### config.mk
export PLATFORM = sky130hd
export DESIGN_NAME = nic_axi_rd_splitter
export DESIGN_NICKNAME = d
export VERILOG_FILES = /design/src/rtl/nic_axi_rd_splitter.sv
export SDC_FILE = /design/constraint.sdc
export NUM_CORES = 1
export LEC_CHECK = 0
export CORE_AREA = 2 2 132 134
export DETAILED_ROUTE_END_ITERATION = 10
export DIE_AREA = 0 0 134 136
export PLACE_DENSITY = 0.76
export SYNTH_ARGS = -nofsm -noshare
export SYNTH_HDL_FRONTEND = slang
export SYNTH_SLANG_ARGS = --single-unit
### constraint.sdc
create_clock -name aclk -period 3.9 [get_ports aclk]
set_input_delay 1.17 -clock aclk [delete_from_list [all_inputs] [get_ports aclk]]
set_output_delay 1.17 -clock aclk [all_outputs]
set_load 0.01 [all_outputs]
### src/rtl/nic_axi_rd_splitter.sv
// AXI4 read-burst splitter: INCR size-2 bursts are reissued as sub-bursts that never cross a
// BOUNDARY_BYTES window. Define NIC_RD_SPLIT_RESP_STICKY_EN to hold the first error response.
module nic_axi_rd_splitter #(
    parameter int unsigned ID_WIDTH       = 4,
    parameter int unsigned ADDR_WIDTH     = 64,
    parameter int unsigned BOUNDARY_BYTES = 64
) (
    input  logic                  aclk,
    input  logic                  areset,

    input  logic [ID_WIDTH-1:0]   s_arid,
    input  logic [ADDR_WIDTH-1:0] s_araddr,
    input  logic [7:0]            s_arlen,
    input  logic [2:0]            s_arsize,
    input  logic [1:0]            s_arburst,
    input  logic [3:0]            s_arcache,
    input  logic                  s_arvalid,
    output logic                  s_arready,

    output logic [ID_WIDTH-1:0]   s_rid,
    output logic [31:0]           s_rdata,
    output logic [1:0]            s_rresp,
    output logic                  s_rlast,
    output logic                  s_rvalid,
    input  logic                  s_rready,

    output logic [ID_WIDTH-1:0]   m_arid,
    output logic [ADDR_WIDTH-1:0] m_araddr,
    output logic [7:0]            m_arlen,
    output logic [2:0]            m_arsize,
    output logic [1:0]            m_arburst,
    output logic [3:0]            m_arcache,
    output logic                  m_arvalid,
    input  logic                  m_arready,

    input  logic [ID_WIDTH-1:0]   m_rid,
    input  logic [31:0]           m_rdata,
    input  logic [1:0]            m_rresp,
    input  logic                  m_rlast,
    input  logic                  m_rvalid,
    output logic                  m_rready
);

    localparam int unsigned BndBits  = $clog2(BOUNDARY_BYTES);
    localparam int unsigned BndWords = BOUNDARY_BYTES / 4;
    localparam logic [ADDR_WIDTH-1:0] BndMask = ADDR_WIDTH'(BOUNDARY_BYTES - 1);
    localparam logic [ADDR_WIDTH-1:0] BndSize = ADDR_WIDTH'(BOUNDARY_BYTES);

    typedef enum logic [1:0] {StIdle, StIssue, StDrain} state_e;

    state_e                state;
    logic [ID_WIDTH-1:0]   id;
    logic [ADDR_WIDTH-1:0] addr;
    logic [2:0]            size;
    logic [1:0]            burst;
    logic [3:0]            cache;
    logic [8:0]            ar_left;
    logic [8:0]            rd_left;

    logic                  split;
    logic [12:0]           room;
    logic [8:0]            sub_len;
    logic [8:0]            sub_len_m1;
    logic [ADDR_WIDTH-1:0] next_bnd;
    logic                  r_active;
    logic                  r_fire;
    logic                  ar_fire;
    logic                  unused_inputs;

    assign split = (burst == 2'b01) && (size == 3'd2);

    // Beats left before the next boundary, measured in 32-bit words.
    always_comb begin
        room    = 13'(BndWords) - 13'(addr[BndBits-1:0] >> 2);
        sub_len = ar_left;
        if (split && (room < 13'(ar_left))) begin
            sub_len = room[8:0];
        end
    end

    assign sub_len_m1 = sub_len - 9'd1;
    assign next_bnd   = (addr & ~BndMask) + BndSize;

    assign r_active = (state != StIdle);
    assign r_fire   = r_active && m_rvalid && s_rready;
    assign ar_fire  = m_arvalid && m_arready;

    always_ff @(posedge aclk) begin
        if (areset) begin
            state     <= StIdle;
            m_arvalid <= 1'b0;
            id        <= '0;
            addr      <= '0;
            size      <= '0;
            burst     <= '0;
            cache     <= '0;
            ar_left   <= '0;
            rd_left   <= '0;
        end else begin
            if (r_fire) begin
                rd_left <= rd_left - 9'd1;
            end
            unique case (state)
                StIdle: begin
                    if (s_arvalid) begin
                        id        <= s_arid;
                        addr      <= s_araddr;
                        size      <= s_arsize;
                        burst     <= s_arburst;
                        cache     <= s_arcache;
                        ar_left   <= {1'b0, s_arlen} + 9'd1;
                        rd_left   <= {1'b0, s_arlen} + 9'd1;
                        m_arvalid <= 1'b1;
                        state     <= StIssue;
                    end
                end
                StIssue: begin
                    if (ar_fire) begin
                        ar_left <= ar_left - sub_len;
                        if (split) begin
                            addr <= next_bnd;
                        end
                        if (ar_left == sub_len) begin
                            m_arvalid <= 1'b0;
                            // Last data beat may complete alongside the last address beat.
                            state <= (r_fire && rd_left == 9'd1) ? StIdle : StDrain;
                        end
                    end
                end
                StDrain: begin
                    if (r_fire && rd_left == 9'd1) begin
                        state <= StIdle;
                    end
                end
                default: state <= StIdle;
            endcase
        end
    end

    assign s_arready = (state == StIdle) && !areset;

    assign m_arid    = id;
    assign m_araddr  = addr;
    assign m_arlen   = sub_len_m1[7:0];
    assign m_arsize  = size;
    assign m_arburst = burst;
    assign m_arcache = cache;

    assign s_rvalid = r_active && m_rvalid;
    assign m_rready = r_active && s_rready;
    assign s_rdata  = m_rdata;
    assign s_rid    = id;
    assign s_rlast  = (rd_left == 9'd1);

`ifdef NIC_RD_SPLIT_RESP_STICKY_EN
    logic       resp_held;
    logic [1:0] resp_hold;

    always_ff @(posedge aclk) begin
        if (areset || state == StIdle) begin
            resp_held <= 1'b0;
            resp_hold <= 2'b00;
        end else if (r_fire && !resp_held && m_rresp != 2'b00) begin
            resp_held <= 1'b1;
            resp_hold <= m_rresp;
        end
    end

    assign s_rresp = resp_held ? resp_hold : m_rresp;
`else
    assign s_rresp = m_rresp;
`endif

    // Downstream ID and last flag are not needed: one burst in flight, beats counted locally.
    assign unused_inputs = ^{m_rid, m_rlast};

endmodule

======== After elaboration in Yosys (flattened, before gate mapping) ========
Cells that the tools add are included.
storage, ports and cells
  bits in registers ....................... 98
  bits in latches ......................... 0
  RAM bits ................................ 0
  ROM bits ................................ 0
  input bits .............................. 130
  output and inout port bits .............. 128
  word-level logic and storage cells ...... 65
  memories kept ........................... 0
cells by class
  add/subtract/negate cells ............... 6
  multiply operators ...................... 0
  divide/modulo/power cells ............... 0
  $lt $le $gt $ge ......................... 1
  equal/unequal tests ..................... 11
  shifts and indexed selects .............. 0
  mux-type cells .......................... 21
  bitwise gates (word level) .............. 0
  reduce and logical (&&, ||, !) cells .... 17
operators with widths
  operator                                          number
  two-way mux 64 bit                                3
  case mux 64 bit (2 select lines)                  1
  adder 64 x 7 -> 64 bit, second input constant     1
  two-way mux 9 bit                                 6
  case mux 9 bit (2 select lines)                   1
  < comparator 13 x 9 -> 1 bit                      1
  AND reduction 4 bit                               3
  two-way mux 2 bit                                 5
  inequality test 2 bit, second input constant      5
  adder 8 x 1 -> 9 bit, second input constant       1
  == test 9 x 1 -> 1 bit, second input constant     1
  == test 9 bit                                     1
  subtractor 9 x 1 -> 9 bit, second input constant  1
  subtractor 9 bit                                  1
  logical AND 1 bit                                 8
  subtractor 8 x 1 -> 8 bit, second input constant  1
  case mux 2 bit (3 select lines)                   1
  subtractor 5 x 4 -> 6 bit, first input constant   1
  == test 2 x 1 -> 1 bit, second input constant     2
  nonzero test 2 bit                                2
  == test 3 x 2 -> 1 bit, second input constant     1
  two-way mux 1 bit                                 3
  AND reduction 3 bit                               1
  == test 2 bit, second input constant              1
  other kinds (4)                                   4

======== Logic depth before layout (Yosys ltp) ========
  depth after elaboration ................. 8
  depth in mapped cells ................... 20
  mapped depth without buffers ............ 19

======== Worst setup path before layout ========
OpenSTA, ideal clock, no wires.
  kind .................................... register -> output
  start ................................... register addr[2], in the netlist m_araddr[2]
  end ..................................... output m_arlen[6]
  arrival time ............................ 3,195 ps
  data required time ...................... 2,730 ps
  setup slack ............................. -465 ps
  cell stages (with the launch flop) ...... 15
  path buffers ............................ 1
  cell sequence ........................... dfxtp_1 nor3_1 xor2_1 inv_1 ha_1 and4_1 a21oi_1 o211ai_2 buf_2 mux2i_1 ha_1 nand3b_1 nor2_1 nor2_1 a311oi_1
between the ends
  cells in the longest elaborated chain, start to end .. 5
RTL lines
  item                          RTL line  source
  from (decl)                   53        logic [ADDR_WIDTH-1:0] addr;
  from (signal assigned)        107       addr <= s_araddr;
  from (signal assigned)        121       addr <= next_bnd;
  subtractor 5 x 4 -> 6 bit *   74        room = 13'(BndWords) - 13'(addr[BndBits-1:0] >> 2);
  < comparator 13 x 9 -> 1 bit  76        if (split && (room < 13'(ar_left))) begin
  logical AND 1 bit             76
  two-way mux 9 bit *           76
  subtractor 8 x 1 -> 8 bit *   81        assign sub_len_m1 = sub_len - 9'd1;
  to (decl)                     29        output logic [7:0] m_arlen,
Every way passes the cells marked *; elsewhere a longest branch is shown, timed or not.

======== Final worst setup path ========
  start ................................... register addr[3], in the netlist m_araddr[3]
  end ..................................... output m_arlen[6]
Same word-level chain as after synthesis.

==> results.toml <==
[synth]
syn_nets = 1042
ys_ff_latch = 98
synth.area.top_cells = "dfxtp_1, nand2_1, a21oi_1"
synth_area_um2 = 6590
netlist.area_leader.share_pct = 29.8
synth-compound-area-share_pct = 24.7
synth_warnings = 0
synth.area.mux_share_pct = 1.06
synth-simple-area-share_pct = 29.8
synth_area_per_cell_um2 = 7.35
synth_fa_ha_area_share_pct = 3.15
seq_area_frac_synth_pct = 29.8
synthArstFlopShare_pct = 0
synthXorXnorAreaFrac_pct = 2.53
synth_edf_count = 0
yosysUniqueCellTypes = 64
synth_top_family_by_area = "simple AND/OR/NAND/NOR gates"
synth_ff_type = "dfxtp_1"
postSynthCellCount = 896
yosysTopAreaCell = "dfxtp_1"

[timing]
timing_hold_violations_final = 0
worst_slack_ps = -442
finalSetupViolations = 9
slew-limit-headroom_pct = 40.1
fin_skew_ps = 9.63
worst_pin_slew_ps = 898
slew_viol_final = 0
fin_crit_ps = 4340
fin_crit_sh_pct = 111
hold_slack_ps = 456
rsz0062_at_grt = "true"
max_freq_mhz = 230

[floorplan]
io_pins = 258
initial_core_util_pct = 39.0
core_area_um2 = 16900
die_x_um = 134
die_area_um2 = 18200
num_rows = 48
die_h_um = 136

[route]
via_count = 7465
drt_pass1_iterations = 5
routed_wl_mm = 22.0
drc_errors = 0
detail_route.iter0.violations = 591
viasPerCell = 5.76
detail-route-antenna-nets = 0
wl_per_cell_um = 17.0

[setup_path]
critical_path_buf_inv_count = 2
crit_required_ps = 2730
slowest_delay_ps = 350
critPathCaptureType = "primary output"
worstSetupPathType = "register to primary output"
path_cells = "nor3_4 -> xor2_1 -> inv_1 -> ha_4 -> a21oi_2 -> a211o_1 -> o211ai_4 -> mux2i_4 -> ha_4 -> nand4_1 -> nand2_1 -> a21oi_2 -> a311oi_2 -> buf_2"
r2r-start = "m_araddr[3]"
start_kind = "register"
worstPathArrival_ps = 3170
path_max_fanout = 4
rrSetupSlack_ps = -50
crit_path_top_delay_cell = "dfxtp_4"
regToRegEndpoint = "ar_left[6]"
worst_r2r_path_depth = 19
crit_family = "compound AO/OA/AOI/OAI gates"

[pwr]
finalPower_mw = 4.02
p_switching_mw = 1.51
seq_power_share_pct = 33.6
p_sw_share_pct = 37.6
combPwrFrac_pct = 44.3
p_clk_share_pct = 22.1
powerDensity_nw_per_um2 = 436
peakVddDrop_uv = 235
p_leak_nw = 3.30
intPower_mw = 2.51

[place]
hpwl_mm = 15.2
routabilityCongestion = 0.877
io_buffers = 184
post-place-ws_ps = -515
place_inst = 1266

[clock_tree]
clk_root_buffer_cell = "clkbuf_16"
clockBufferDepth = 2
clk_latency_ps = 350
cts.reportedPaths.clkPinSlew_ps = 70
cts_htree_levels = 3
cts_tree = "yes"
cts_inserted_buffers = 9
cts_sinks = 98

[global_route]
grt_pass1_wl_mm = 34.5
overflow = 0
grt_pass1_vias = 6734
track_usage_pct = 23.5
grt_max_degree = 80
grt_antenna_before_repair = 1

[finish]
drive_gt1_share_pct = 13.0
final_cells = 1296
finalNetCount = 1211
final_cell_mix = "clkdlybuf4s50_1, nand2_1, dfxtp_1, nor2_1, a21oi_1"
syn_to_final_growth_pct = 40.1
layout_commonest_cell = "clkdlybuf4s50_1"
postLayoutCoreUtil_pct = 54.7

[worst_hold_path]
hp-class = "register to register"
whs_endpoint = "m_araddr[1]"
hold_start = "m_araddr[1]"
min_delay_path_depth = 2

[outcome]
violations = "negative setup slack"
outcome = "finished, violations left"

[job]
maxCapViolations = 0
[cell type report]
class                   instances  area (µm²)
diodes                          1        2.50
clock buffers                  13         270
clock inverters                 3        21.3
fillers                      1601        7650
inverters                      24        90.1
multi-input cells             682        4280
flip-flops and latches         98        1970
well taps                     225         282
repair buffers                250        2320
[worst max path at each step]
stage / to / cells after the start / from / slack, ps
final: m_arlen[6] / 14 / m_araddr[3] / -440
after global routing: m_arlen[6] / 14 / m_araddr[3] / -650
after CTS: m_arlen[4] / 16 / m_araddr[2] / -430
after detailed placement: m_arlen[6] / 14 / m_araddr[3] / -510
after global placement: m_arlen[6] / 14 / m_araddr[3] / -470
after floorplan: m_arlen[6] / 14 / m_araddr[3] / -150
[through the flow]
step / setup TNS [ps] / cell area (µm²)
2_1_floorplan: -223 / 6650
3_3_place_gp: -1760 / 8690
3_5_place_dp: -2260 / 8690
4_1_cts: -2570 / 9110
5_1_grt: -4740 / 9230
6_report: -2550 / 9230
[synthesized netlist by cell type (12+ instances only)]
library cell	instances
xnor2_1	12
a22oi_1	14
ha_1	15
buf_4	38
a31oi_1	18
nor3_1	25
o21ai_0	48
a21oi_1	80
nand4_1	26
nor2_1	85
nand3_1	42
inv_1	24
and3_1	15
a211oi_1	26
dfxtp_1	98
or3_1	12
nand2_1	115
clkbuf_1	46
[repair_timing]
action / in CTS / in global routing
buffers inserted: 11 / 2
hold endpoints to repair: 0 / 0
hold buffers: 0 / 0
pin swaps: 13 / 17
setup endpoints to repair: 9 / 17
gates cloned: 0 / 0
gates resized for setup: 40 / 26
[logic make-up (layout without fill, tap and decap cells)]
kind of cell,count (synthesis),count (layout)
buf+inv,116,290
compound gates,257,257
flops,98,98
fa+ha+maj,16,16
mux,7,7
other cells,0,1
xor+xnor,19,19
simple gates,383,383
[metal layers]
layer  GRT usage (%)  part of all wire, %
met2            37.1                   46
met1            32.4                   45
met3            3.17                  7.0
met4            9.69                  2.1
met5               0                    0
[worst min-delay path: cells and delay by family (launching register included)]
family,cells,cell delay (ps)
AND/OR/NAND/NOR,1,50
AO/OA/AOI/OAI,1,50
flip-flops,1,310
[registers in the layout (all words and copies together) (netlist names)]
name / cells
m_arburst: 2
state: 2
m_arvalid: 1
rd_left: 9
m_araddr: 64
m_arsize: 3
m_arcache: 4
m_arid: 4
ar_left: 9
[power groups by stage]
stage	Combinational (mW)	Sequential, mW	Clock (mW)
after floorplan	0.915	1.38	0
after global placement	1.66	1.36	0
after detailed placement	1.68	1.37	0
after CTS	1.69	1.34	0.913
after global routing	1.94	1.37	0.948
final	1.78	1.35	0.889
No activity file was read; power rests on OpenSTA's default activity.
